[src/rtl/cache_pkg.sv]
// -----------------------------------------------------------------------------
// cache_pkg
//   Shared definitions for the cache subsystem: the line-transaction state
//   encoding and the default line/beat/address geometry. The dcache/icache
//   datapaths and the cacheline adaptor all pull their sizes from here so a
//   geometry change happens in one place.
//   No ports (package).
// -----------------------------------------------------------------------------
package cache_pkg;

  localparam int DEF_LINE_WIDTH = 256;  // cache line width in bits
  localparam int DEF_BEAT_WIDTH = 64;   // memory burst beat width in bits
  localparam int DEF_ADDR_WIDTH = 32;   // byte address width

  localparam int BEATS  = DEF_LINE_WIDTH / DEF_BEAT_WIDTH;  // beats per line
  localparam int OFFSET = $clog2(DEF_LINE_WIDTH / 8);        // byte-offset bits in a line

  typedef enum logic [1:0] {
    IDLE  = 2'd0,
    READ  = 2'd1,
    WRITE = 2'd2,
    DONE  = 2'd3
  } cache_state_e;

endpackage

[src/rtl/cacheline_adaptor.sv]
// -----------------------------------------------------------------------------
// cacheline_adaptor
//   Memory-side responder for the cache line interface. One full-line read or
//   writeback from the cache becomes a burst of LINE_WIDTH/BEAT_WIDTH beats on
//   the physical memory side, and a single-cycle line_resp_o closes the
//   transaction.
//
// Ports
//   clk, rst       clock (rising edge) and asynchronous active-high reset
//   line_read_i    cache line-fill request, held until line_resp_o
//   line_write_i   cache writeback request, held until line_resp_o
//   line_addr_i    request byte address (latched in IDLE)
//   line_i         writeback line data (latched in IDLE)
//   line_o         line buffer contents; the fill line when line_resp_o=1
//   line_resp_o    one-cycle completion pulse
//   burst_addr_o   line-aligned burst address
//   burst_read_o   burst read strobe
//   burst_write_o  burst write strobe
//   burst_o        current write beat
//   burst_i        read beat data, valid with burst_resp_i
//   burst_resp_i   one strobe per accepted beat; gaps allowed
// -----------------------------------------------------------------------------
module cacheline_adaptor
  import cache_pkg::*;
#(
  parameter int LINE_WIDTH = DEF_LINE_WIDTH,
  parameter int BEAT_WIDTH = DEF_BEAT_WIDTH,
  parameter int ADDR_WIDTH = DEF_ADDR_WIDTH
) (
  input  logic                  clk,
  input  logic                  rst,
  input  logic                  line_read_i,
  input  logic                  line_write_i,
  input  logic [ADDR_WIDTH-1:0] line_addr_i,
  input  logic [LINE_WIDTH-1:0] line_i,
  output logic [LINE_WIDTH-1:0] line_o,
  output logic                  line_resp_o,
  output logic [ADDR_WIDTH-1:0] burst_addr_o,
  output logic                  burst_read_o,
  output logic                  burst_write_o,
  output logic [BEAT_WIDTH-1:0] burst_o,
  input  logic [BEAT_WIDTH-1:0] burst_i,
  input  logic                  burst_resp_i
);

  localparam int LINE_BEATS  = LINE_WIDTH / BEAT_WIDTH;
  localparam int CNT_W       = (LINE_BEATS > 1) ? $clog2(LINE_BEATS) : 1;
  localparam int LINE_OFFSET = $clog2(LINE_WIDTH / 8);

  // Clears the within-line byte offset so memory always sees a line-aligned
  // address, regardless of which byte the cache happened to miss on.
  localparam logic [ADDR_WIDTH-1:0] ALIGN_MASK =
    ~((ADDR_WIDTH'(1) << LINE_OFFSET) - ADDR_WIDTH'(1));
  localparam logic [CNT_W-1:0] LAST_BEAT = CNT_W'(LINE_BEATS - 1);

  cache_state_e          state_reg, state_next;
  logic [CNT_W-1:0]      cnt_reg, cnt_next;
  logic [LINE_WIDTH-1:0] line_buf_reg, line_buf_next;
  logic [ADDR_WIDTH-1:0] addr_reg, addr_next;

  // Line buffer viewed as an array of beats; beat 0 is the least-significant
  // slice of the line.
  logic [BEAT_WIDTH-1:0] beat_w [LINE_BEATS];

  genvar gi;
  generate
    for (gi = 0; gi < LINE_BEATS; gi++) begin : g_beat
      assign beat_w[gi] = line_buf_reg[gi*BEAT_WIDTH +: BEAT_WIDTH];
    end
  endgenerate

  // Asynchronous reset drops the strobes immediately, aborting any burst in
  // flight without a completion pulse.
  always_ff @(posedge clk or posedge rst) begin
    if (rst) begin
      state_reg    <= IDLE;
      cnt_reg      <= '0;
      line_buf_reg <= '0;
      addr_reg     <= '0;
    end else begin
      state_reg    <= state_next;
      cnt_reg      <= cnt_next;
      line_buf_reg <= line_buf_next;
      addr_reg     <= addr_next;
    end
  end

  always_comb begin
    state_next    = state_reg;
    cnt_next      = cnt_reg;
    line_buf_next = line_buf_reg;
    addr_next     = addr_reg;
    burst_read_o  = 1'b0;
    burst_write_o = 1'b0;
    burst_o       = '0;
    line_resp_o   = 1'b0;

    case (state_reg)
      IDLE: begin
        // Writeback takes priority so a dirty victim leaves before its
        // replacement is fetched.
        if (line_write_i) begin
          addr_next     = line_addr_i;
          line_buf_next = line_i;
          cnt_next      = '0;
          state_next    = WRITE;
        end else if (line_read_i) begin
          addr_next  = line_addr_i;
          cnt_next   = '0;
          state_next = READ;
        end
      end

      READ: begin
        burst_read_o = 1'b1;
        if (burst_resp_i) begin
          line_buf_next[cnt_reg*BEAT_WIDTH +: BEAT_WIDTH] = burst_i;
          if (cnt_reg == LAST_BEAT) begin
            cnt_next   = '0;
            state_next = DONE;
          end else begin
            cnt_next = cnt_reg + 1'b1;
          end
        end
      end

      WRITE: begin
        burst_write_o = 1'b1;
        burst_o       = beat_w[cnt_reg];
        if (burst_resp_i) begin
          if (cnt_reg == LAST_BEAT) begin
            cnt_next   = '0;
            state_next = DONE;
          end else begin
            cnt_next = cnt_reg + 1'b1;
          end
        end
      end

      DONE: begin
        // Cache requests are still high here; they are deliberately not
        // sampled so the same request cannot restart a transaction.
        line_resp_o = 1'b1;
        state_next  = IDLE;
      end

      default: begin
        state_next = IDLE;
      end
    endcase
  end

  assign line_o       = line_buf_reg;
  assign burst_addr_o = addr_reg & ALIGN_MASK;

endmodule

[config.mk]
export PLATFORM = sky130hd
export DESIGN_NAME = cacheline_adaptor
export DESIGN_NICKNAME = d
export VERILOG_FILES = /design/src/rtl/cache_pkg.sv /design/src/rtl/cacheline_adaptor.sv
export SDC_FILE = /design/constraint.sdc
export NUM_CORES = 1
export LEC_CHECK = 0
export CAP_MARGIN = 0
export CORE_AREA = 2 2 280 282
export DETAILED_ROUTE_END_ITERATION = 12
export DIE_AREA = 0 0 282 284
export DONT_BUFFER_PORTS = 1
export GPL_TIMING_DRIVEN = 0
export PLACE_DENSITY = 0.38
export SKIP_CTS_REPAIR_TIMING = 1
export SYNTH_ARGS = -nofsm -noshare
export SYNTH_HDL_FRONTEND = slang
export SYNTH_SLANG_ARGS = --single-unit
[constraint.sdc]
create_clock -name clk -period 11.65 [get_ports clk]
set_input_delay 1.165 -clock clk [delete_from_list [all_inputs] [get_ports clk]]
set_output_delay 1.165 -clock clk [all_outputs]
set_load 0.005 [all_outputs]
; Word level (Yosys, flattened, before mapping)
; Index checks and enable logic that the tools add are counted.
; Widths: inputs -> output; s select.
[word_totals]
wordCells = 51
regBits = 292
[classes]
mux = 23
addsub = 2
n_bitwise = 1
n_shift = 2
reduce_logical = 9
magnitude_cmp = 1
eq_ne = 9
[op_table]
columns = op, n
row1 = $mux 256, 2
row2 = $pmux 256 s2, 1
row3 = $bwmux 256, 1
row4 = $shift 64x34->256 const A, 1
row5 = $shiftx 64x34->256, 1
row6 = $mux 64, 3
row7 = $bmux 64 s2, 1
row8 = $mux 32, 2
row9 = $neg 8->34, 1
row10 = $mux 2, 8
row11 = $reduce_and 3->1, 3
row12 = $eq 2x2->1 const B, 3
row13 = $pmux 2 s3, 1
row14 = $reduce_bool 2->1, 3
row15 = $ne 2x1->1 const B, 2
row16 = $ne 2x2->1 const B, 2
row17 = $pmux 2 s2, 1
row18 = $ge 3x3->1 const B, 1
row19 = $mux 1, 3
row20 = $ne 3x3->1 const B, 1
row21 = $not 2->3, 1
row22 = $add 2x1->2 const B, 1
row23 = $eq 2x1->1 const B, 1
row24 = $logic_not 2->1, 1
row25 = other kinds (2), 2

; Longest topological paths before layout
; Gate-level depths: netlist of run 1.
[depth]
ltp_word = 5
mapped_depth = 10
ltp_nobuf = 5

; Worst setup path before layout of run 1
; No wires, ideal clock.
[synth_timing]
path_type = register -> output
from = register cnt_reg[1]
to = output burst_o[27]
required_ns = 10.485
arrival_ns = 1.577
path_stages_with_launch = 6
setup_slack_ns = 8.908
path_buffers = 3
path_cell_list = dfrtp_1 > clkbuf_1 > buf_4 > buf_4 > mux4_2 > and2_1
[synth_between]
elab_chain_len = 5
[synth_lines]
columns = element, line
row1 = "start, declared", cacheline_adaptor.sv:57  ; logic [CNT_W-1:0] cnt_reg, cnt_next;
row2 = "start signal, assigned", cacheline_adaptor.sv:82  ; cnt_reg <= cnt_next;
row3 = $not 2->3 (implied by the code), cacheline_adaptor.sv:129  ; burst_o = beat_w[cnt_reg];
row4 = $bmux 64 s2, cacheline_adaptor.sv:129
row5 = $mux 64 (implied by the code) (2 in a row), cacheline_adaptor.sv:129
row6 = $mux 64, cacheline_adaptor.sv:98  ; case (state_reg)
row7 = "end, declared", cacheline_adaptor.sv:41  ; output logic [BEAT_WIDTH-1:0] burst_o,
; No other way between the ends. The select of a mux whose other input is x is not followed.

; Final worst setup path of run 1
[layout_timing]
from = register state_reg[0]
to = output burst_o[62]
[layout_between]
elab_chain_len = 2
[layout_lines]
columns = element, line
row1 = "start, declared", cacheline_adaptor.sv:56  ; cache_state_e state_reg, state_next;
row2 = "start signal, assigned", cacheline_adaptor.sv:81  ; state_reg <= state_next;
row3 = $eq 2x2->1, cacheline_adaptor.sv:98
row4 = $mux 64, cacheline_adaptor.sv:98
; No other way between the ends.

==> flow_summary.yaml, run 1 <==
power:
  internal-power_uw: 3742
  total_power_uw: 6702
  seqPwrFrac_pct: 32.9
  swShare_pct: 44.17
  power.leakage_uw: 0.008293
  p_sw_uw: 2960
  combPwrFrac_pct: 49.1
  clock_power_share_pct: 18.1
  p_per_area_nw_per_um2: 333.8
  peakVddDrop_mv: 0.1306
route:
  routed_wl_um: 86820
  wl_per_cell_um: 33.94
  drt_iter0_drc: 917
  via_per_inst: 5.303
  vias: 13566
  ant_nets: 0
  drc_errors: 0
  dr.pass1.iters: 4
placement:
  place.gp.congestion: 0.8569
  dp_hpwl_um: 65120
  place_inst: 2474
  post-place-ws_ps: 7547
  portBuffers: 0
  placed_area_um2: 18790
cells_and_area:
  layout-drive-gt1-share_pct: 32.65
  stdcell_count: 2558
  num-fill-cells: 8171
  area_delta_synth_final_pct: 15.44
  largest_reg_flops: 256
  postLayoutCellArea_um2: 20080
  num-nets-final: 1842
clock_network:
  cts_max_level: 2
  cts_inserted_buffers: 40
  cts_buffer_depth: 3
  tritoncts: "done"
  clk_latency_ps: 570
  numClockSinks: 287
  cts-root-buf: "clkbuf_16"
  clk_pin_slew_ps: 60
synthesis:
  yosys_most_used_dff: "dfrtp_1"
  synthTopCellsByArea: "dfrtp_1 (41%), mux2_2 (15%), mux4_2 (8.3%)"
  synth_area_um2: 17390
  yosysUniqueCellTypes: 39
  synth-async-reset-ratio_pct: 100.0
  synth-edff-count: 0
  synth_seq_cells: 287
  synth_commonest_cells: "dfrtp_1 (287), mux2_2 (230), clkbuf_1 (78)"
  netlist.top_cell.by_area: "dfrtp_1"
  yosysTopAreaCellShare_pct: 41.29
  ys_seq_area_share_pct: 41.29
  synth_cells: 1427
  avgSynthCellArea_um2: 12.19
  ys_warn_count: 0
  yosysMostFrequentCell: "dfrtp_1"
global_route:
  grt_usage_pct: 20.92
  antenna_found_initial: 13
  grt_pass1_wl_um: 118800
  grt_max_degree: 112
  first_global_vias: 14042
  gr-total-overflow: 0
critical_path:
  cp_slowest_cell: "clkbuf_1"
  arrival_ps: 3050
  crit_chain: "inv_1, ha_1, buf_1, clkbuf_1, and2_1"
  cp-start-kind: "flop"
  critPathTopFamily: "buffers and inverters"
  r2r_setup_slack_ps: 7600
  crit_type: "flop to output pin"
  crit_path_max_incr_delay_ps: 620
  required_ps: 10490
  crit_buf_inv: 3
  worstSetupEndpointType: "output pin"
  crit_fanout: 10
floorplan:
  start_util_pct: 22.60
  die_height_um: 284
  core_um2: 76960
  die_w_um: 282
  dieArea_um2: 80090
  ios: 712
  rows: 102
timing:
  final.min_clock_period_ps: 4216
  holdWs_ps: 535.0
  setup_slack_ps: 7434
  fmax_mhz: 237.2
  rsz0062_at_grt: "false"
  tightest_slew_ps: 1360
  setup_viol: 0
  hold_violations: 0
  fin_crit_sh_pct: 36.19
  drv_slew: 0
  worst_clock_skew_ps: 20.30
  slew-limit-headroom_pct: 9.360
status:
  status: "finished clean"
job:
  maxCapViolCount: 0
min_path:
  hold_path_class: "flop to flop"
## per-layer routing
layer | global-route usage (%) | part of all wire (%)
met1 | 24.86 | 39
met2 | 36.09 | 50
met3 | 6.652 | 9.1
met4 | 5.559 | 2.5
met5 | 0 | 0.026
## metrics by stage
step | setup TNS, ps | utilization [%]
final | 0 | 26.09
after global routing | 0 | 26.07
after CTS | 0 | 26.04
after detailed placement | 0 | 24.41
after global placement | -566630 | 24.31
after floorplan | 0 | -
## layout by cell type, fill, tap and decap left out, types with 61 or more instances in the layout
cell type	count
clkbuf_1	88
a41o_1	64
nand3_1	68
a32o_1	64
nor2b_1	61
o32ai_1	64
inv_1	70
nand2_1	70
mux2_2	230
and2_1	64
mux4_2	64
o2bb2ai_1	64
dfrtp_1	287
## logic make-up after synthesis
group	count (synthesis)	share of synthesized area, %
multiplexers	349	27.88
flip-flops	287	41.29
AND/OR/NAND/NOR	279	8.611
AO/OA/AOI/OAI	268	14.49
buffers and inverters	234	7.064
adder cells (fa/ha/maj)	9	0.6474
other	1	0.02156
## power by group through the flow
stage / Sequential, uW / Clock [uW] / Combinational, uW
after global routing: 2250 / 1290 / 3520
after detailed placement: 2220 / 0 / 3320
after global placement: 2220 / 0 / 3270
after floorplan: 1850 / 0 / 2390
final: 2200 / 1210 / 3290
after CTS: 2210 / 1250 / 3330
## final cells by class
type | instances | area, um^2 | share of cell area (%)
Multi-Input combinational cell | 910 | 8997 | 44.81
Sequential cell | 287 | 7182 | 35.77
Tap cell | 1040 | 1301 | 6.481
Clock buffer | 61 | 1201 | 5.982
Buffer | 163 | 962.2 | 4.792
Inverter | 71 | 274.0 | 1.365
Timing Repair Buffer | 3 | 70.07 | 0.3490
Clock inverter | 9 | 55.05 | 0.2742
Antenna cell | 14 | 35.03 | 0.1745
## worst paths after layout
| check | startpoint | to | cells after the start |
|---|---|---|---|
| max | state_reg[0] | burst_o[62] | 5 |
| min | addr_reg[8] | addr_reg[8] | 1 |
| max reg2reg | cnt_reg[0] | line_o[16] | 10 |
| min reg2reg | addr_reg[8] | addr_reg[8] | 1 |
| max in group asynchronous | rst | line_o[154] | 2 |
| min in group asynchronous | rst | addr_reg[29] | 1 |
Note: power is estimated with default switching activity, not from simulation.
==> run 2: changes to the inputs <==
- clock period: 11.65 -> 4.01 ns (I/O delays scaled with it)
==> flow_summary.yaml, run 2 (same netlist as run 1, synthesis figures left out) <==
cells_and_area:
  mostFrequentLayoutCell: "dfrtp_1"
  num-fill-cells: 8139
  num-nets-final: 1875
  area_delta_synth_final_pct: 18.03
  final_cell_mix: "dfrtp_1 (287), mux2_2 (230), clkbuf_1 (87)"
  layout-drive-gt1-share_pct: 32.55
  postLayoutCellArea_um2: 20530
  seq_area_um2: 7182
  largest_reg_flops: 256
  multi_input_area_um2: 9000
  stdcell_count: 2591
min_path:
  hold_end: "line_o[124]"
  whs_path_depth: 2
  hp-start: "line_i[124]"
  hold_path_class: "input port to flop"
global_route:
  antenna_found_initial: 16
  grt_usage_pct: 21.59
  first_global_vias: 14081
  grt_pass1_wl_um: 122000
  grt_max_degree: 37
  gr-total-overflow: 0
timing:
  setup_viol: 0
  worst_clock_skew_ps: 24.69
  rsz0062_at_grt: "false"
  final.min_clock_period_ps: 3819
  hold_violations: 0
  fin_crit_sh_pct: 95.24
  slew-limit-headroom_pct: 13.79
  tightest_slew_ps: 1293
  holdWs_ps: 82.01
  drv_slew: 0
  fmax_mhz: 261.8
placement:
  portBuffers: 0
  placed_area_um2: 18900
  place.gp.congestion: 0.8766
  dp_hpwl_um: 66820
  place_inst: 2480
power:
  peakVddDrop_mv: 0.4826
  power.leakage_uw: 0.008492
  p_per_area_nw_per_um2: 961.2
clock_network:
  numClockSinks: 287
  clk_pin_slew_ps: 60
  cts_buffer_depth: 3
  cts_inserted_buffers: 40
  tritoncts: "done"
  cts_max_level: 2
  clk_latency_ps: 570
  cts-root-buf: "clkbuf_16"
route:
  ant_nets: 0
  vias: 13626
  routed_wl_um: 89330
  via_per_inst: 5.259
  drt_iter0_drc: 795
  dr.pass1.iters: 5
  wl_per_cell_um: 34.48
  drc_errors: 0
critical_path:
  arrival_ps: 4330
  reg2reg_to: "line_o[238]"
  crit_path_max_incr_delay_ps: 630
  r2r_setup_slack_ps: 190
  crit_type: "flop to flop"
  critPathTopFamily: "buffers and inverters"
  r2r_cells: 10
  cp-start-kind: "flop"
  required_ps: 4520
  crit_fanout: 13
  crit_chain: "buf_4, clkbuf_4, buf_2, inv_1, ha_1, nor2b_1, clkbuf_2, clkbuf_1, a32o_1, mux2_2"
  crit_buf_inv: 6
  worstSetupEndpointType: "flop"
  r2r-start: "cnt_reg[0]"
  cp_slowest_cell: "clkbuf_1"
  cp-startpoint: "cnt_reg[0]"
floorplan:
  core_um2: 76960
  ios: 712
  die_w_um: 282
  die_height_um: 284
  dieArea_um2: 80090
  rows: 102
  start_util_pct: 22.60
status:
  status: "finished clean"
job:
  maxCapViolCount: 0
run 2: cell types whose count changed in the layout (fill, tap and decap cells not counted), sizes merged, moves of 2 or more:
cell | previous run | this run
bufinv | 0 | 2
buf | 87 | 92
dlygate4sd3 | 0 | 28
clkbuf | 140 | 144
clkinv | 6 | 2
diode | 14 | 12
run 2: worst max-delay path by stage:
stage	end	cells past startpoint
after floorplan	addr_reg[10]	1
after global placement	line_o[217]	1
after detailed placement	line_o[4]	10
after CTS	line_o[4]	10
after global routing	line_o[180]	10
final	line_o[238]	10
run 2: stage by stage:
stage / TNS (ps) / utilization [%] / setup WS (ps) / total power (uW)
4_1_cts: -18480 / 26.27 / -400.6 / 19970
3_3_place_gp: -742620 / 24.32 / -2629 / 16020
5_1_grt: 0 / 26.66 / 16.73 / 20790
2_1_floorplan: -56320 / - / -196.2 / 12340
3_5_place_dp: -17300 / 24.56 / -371.9 / 16160
6_report: 0 / 26.68 / 190.9 / 19730
run 2: layer usage:
layer	GRT usage (%)	share of wire [%]
met5	0	0.10
met4	5.612	2.2
met3	6.545	8.2
met2	37.21	51
met1	25.91	39
run 2: area by class of cell:
| cell class | count | share of cell area [%] |
|---|---|---|
| Multi-Input combinational cell | 910 | 43.84 |
| Sequential cell | 287 | 34.98 |
| Tap cell | 1040 | 6.338 |
| Clock buffer | 65 | 5.924 |
| Buffer | 162 | 4.711 |
| Timing Repair Buffer | 37 | 2.279 |
| Inverter | 71 | 1.316 |
| Clock inverter | 7 | 0.4632 |
| Antenna cell | 12 | 0.1463 |
run 2: power breakdown:
part	leakage, uW	internal (uW)	switching [uW]
Clock	0.000639	2200	1470
Sequential	0.00352	4370	2090
Combinational	0.00434	4470	5140
run 2: worst register-to-register path, stage by stage, from the launching register on:
cell	delay (ps)
dfrtp_1	380
buf_4	290
clkbuf_4	460
buf_2	410
inv_1	150
ha_1	370
nor2b_1	120
clkbuf_2	540
clkbuf_1	640
a32o_1	290
mux2_2	150
==> run 3: changes to the inputs <==
- CELL_PAD_IN_SITES_DETAIL_PLACEMENT: unset -> 1
- CELL_PAD_IN_SITES_GLOBAL_PLACEMENT: unset -> 1
- CORE_AREA: 2 2 280 282 -> 2 2 277 279
- DIE_AREA: 0 0 282 284 -> 0 0 279 281
- PLACE_DENSITY: 0.38 -> 0.46
- clock period: 4.01 -> 3.7 ns (I/O delays scaled with it)
==> flow_summary.yaml, run 3 (same netlist as run 1, synthesis figures left out) <==
critical_path:
  crit_type: "flop to flop"
  worstSetupEndpointType: "flop"
  cp_slowest_cell: "clkbuf_4"
  required_ps: 4130
  crit_fanout: 10
  r2r_setup_slack_ps: 110
  cp-startpoint: "cnt_reg[0]"
  endpoint: "line_o[227]"
  r2r_cells: 10
  crit_buf_inv: 6
  crit_top_cell: "clkbuf_2"
  crit_chain: "buf_4, clkbuf_4, buf_2, inv_1, ha_1, nor2b_1, clkbuf_2, clkbuf_2, a32o_1, mux2_2"
  cp_num_cells: 10
  arrival_ps: 4020
  reg2reg_to: "line_o[227]"
  critPathTopFamily: "buffers and inverters"
  r2r-start: "cnt_reg[0]"
  crit_path_max_incr_delay_ps: 420
  cp-start-kind: "flop"
cells_and_area:
  largest_reg_flops: 256
  postLayoutCellArea_um2: 20390
  post-route-util_pct: 27.02
  layout-drive-gt1-share_pct: 33.36
  mostFrequentLayoutCell: "dfrtp_1"
  num-fill-cells: 8293
  num-nets-final: 1874
  area_delta_synth_final_pct: 17.21
  final_cell_mix: "dfrtp_1 (287), mux2_2 (230), clkbuf_1 (72)"
clock_network:
  cts_inserted_buffers: 40
  numClockSinks: 287
  tritoncts: "done"
  clk_latency_ps: 550
  clk_pin_slew_ps: 60
  cts_max_level: 2
  cts_buffer_depth: 3
  cts-root-buf: "clkbuf_16"
timing:
  drv_slew: 0
  fmax_mhz: 278.6
  slew-limit-headroom_pct: 25.25
  final.min_clock_period_ps: 3589
  rsz0062_at_grt: "false"
  hold_violations: 0
  holdWs_ps: 65.94
  setup_slack_ps: 110.6
  worst_clock_skew_ps: 9.747
  tightest_slew_ps: 1121
  fin_crit_sh_pct: 97.01
  setup_viol: 0
power:
  peakVddDrop_mv: 0.4325
  p_per_area_nw_per_um2: 1044
  power.leakage_uw: 0.008504
floorplan:
  start_util_pct: 23.05
  die_height_um: 281
  rows: 101
  dieArea_um2: 78400
  ios: 712
  die_w_um: 279
  core_um2: 75440
placement:
  post-place-ws_ps: -534.3
  portBuffers: 0
  dp_hpwl_um: 67780
  place.gp.congestion: 0.8656
  placed_area_um2: 18820
global_route:
  grt_pass1_wl_um: 122700
  antenna_found_initial: 14
  grt_max_degree: 39
  gr-total-overflow: 0
  first_global_vias: 14640
  grt_usage_pct: 22.02
route:
  dr_wl_met3_um: 7394
  drt_iter0_drc: 723
  wl_per_cell_um: 35.60
  via_per_inst: 5.440
  ant_nets: 0
  dr.pass1.iters: 5
  top_layer: "met5"
  wl_met2_um: 45150
  vias: 13693
  routed_wl_um: 89620
  drt-met1-wl_um: 34650
  drc_errors: 0
min_path:
  hold_path_class: "input port to flop"
  whs_path_depth: 2
status:
  status: "finished clean"
job:
  maxCapViolCount: 0
run 3: cell types whose count changed in the layout (fill, tap and decap cells not counted), moves of 2 or more:
cell      change
buf_1         -2
clkbuf_1     -15
clkbuf_2     +11
clkbuf_8      -4
clkinv_2      +3
clkinv_4      +2
diode_2       -5
run 3: worst min path at each step:
stage,startpoint,endpoint
6_report,line_i[119],line_o[119]
5_1_grt,line_i[119],line_o[119]
4_1_cts,rst,addr_reg[29]
3_5_place_dp,rst,addr_reg[29]
3_3_place_gp,line_addr_i[18],addr_reg[18]
2_1_floorplan,line_o[159],line_o[159]
run 3: layout make-up:
type / count / area, um^2 / area share [%]
Antenna cell: 7 / 17.52 / 0.08592
Buffer: 161 / 979.7 / 4.805
Clock buffer: 56 / 1142 / 5.603
Clock inverter: 10 / 111.4 / 0.5462
Inverter: 71 / 270.3 / 1.326
Multi-Input combinational cell: 910 / 9000 / 44.14
Sequential cell: 287 / 7182 / 35.23
Tap cell: 978 / 1224 / 6.002
Timing Repair Buffer: 37 / 460.4 / 2.258
run 3: report_power, final:
| group | switching (uW) | internal (uW) | leakage [uW] | total (uW) |
|---|---|---|---|---|
| clock network | 1570 | 2280 | 0.000620 | 3850 |
| registers | 2270 | 4730 | 0.00352 | 7000 |
| logic | 5570 | 4860 | 0.00437 | 10400 |
| total | 9410 | 11900 | 0.00850 | 21300 |
run 3: stage by stage:
step	setup TNS (ps)	total power [uW]	std cells
floorplan	-136390	13370	1431
global placement	-827760	17260	2409
detailed placement	-45710	17560	2418
CTS	-64780	21540	2484
global route	0	22440	2513
finish	0	21280	2517
run 3: worst reg2reg max path, delay by kind of cell (launching register included):
family / cells / cell delay [ps]
compound gates: 1 / 360
fa+ha+maj: 1 / 390
simple gates: 1 / 60
flops: 1 / 370
mux: 1 / 260
buf+inv: 6 / 2020
run 3: routing by layer:
metal	GRT usage, %	vias to the layer above
li1	-	5599
met1	25.88	7343
met2	38.74	596
met3	6.676	143
met4	6.052	12
met5	0	-
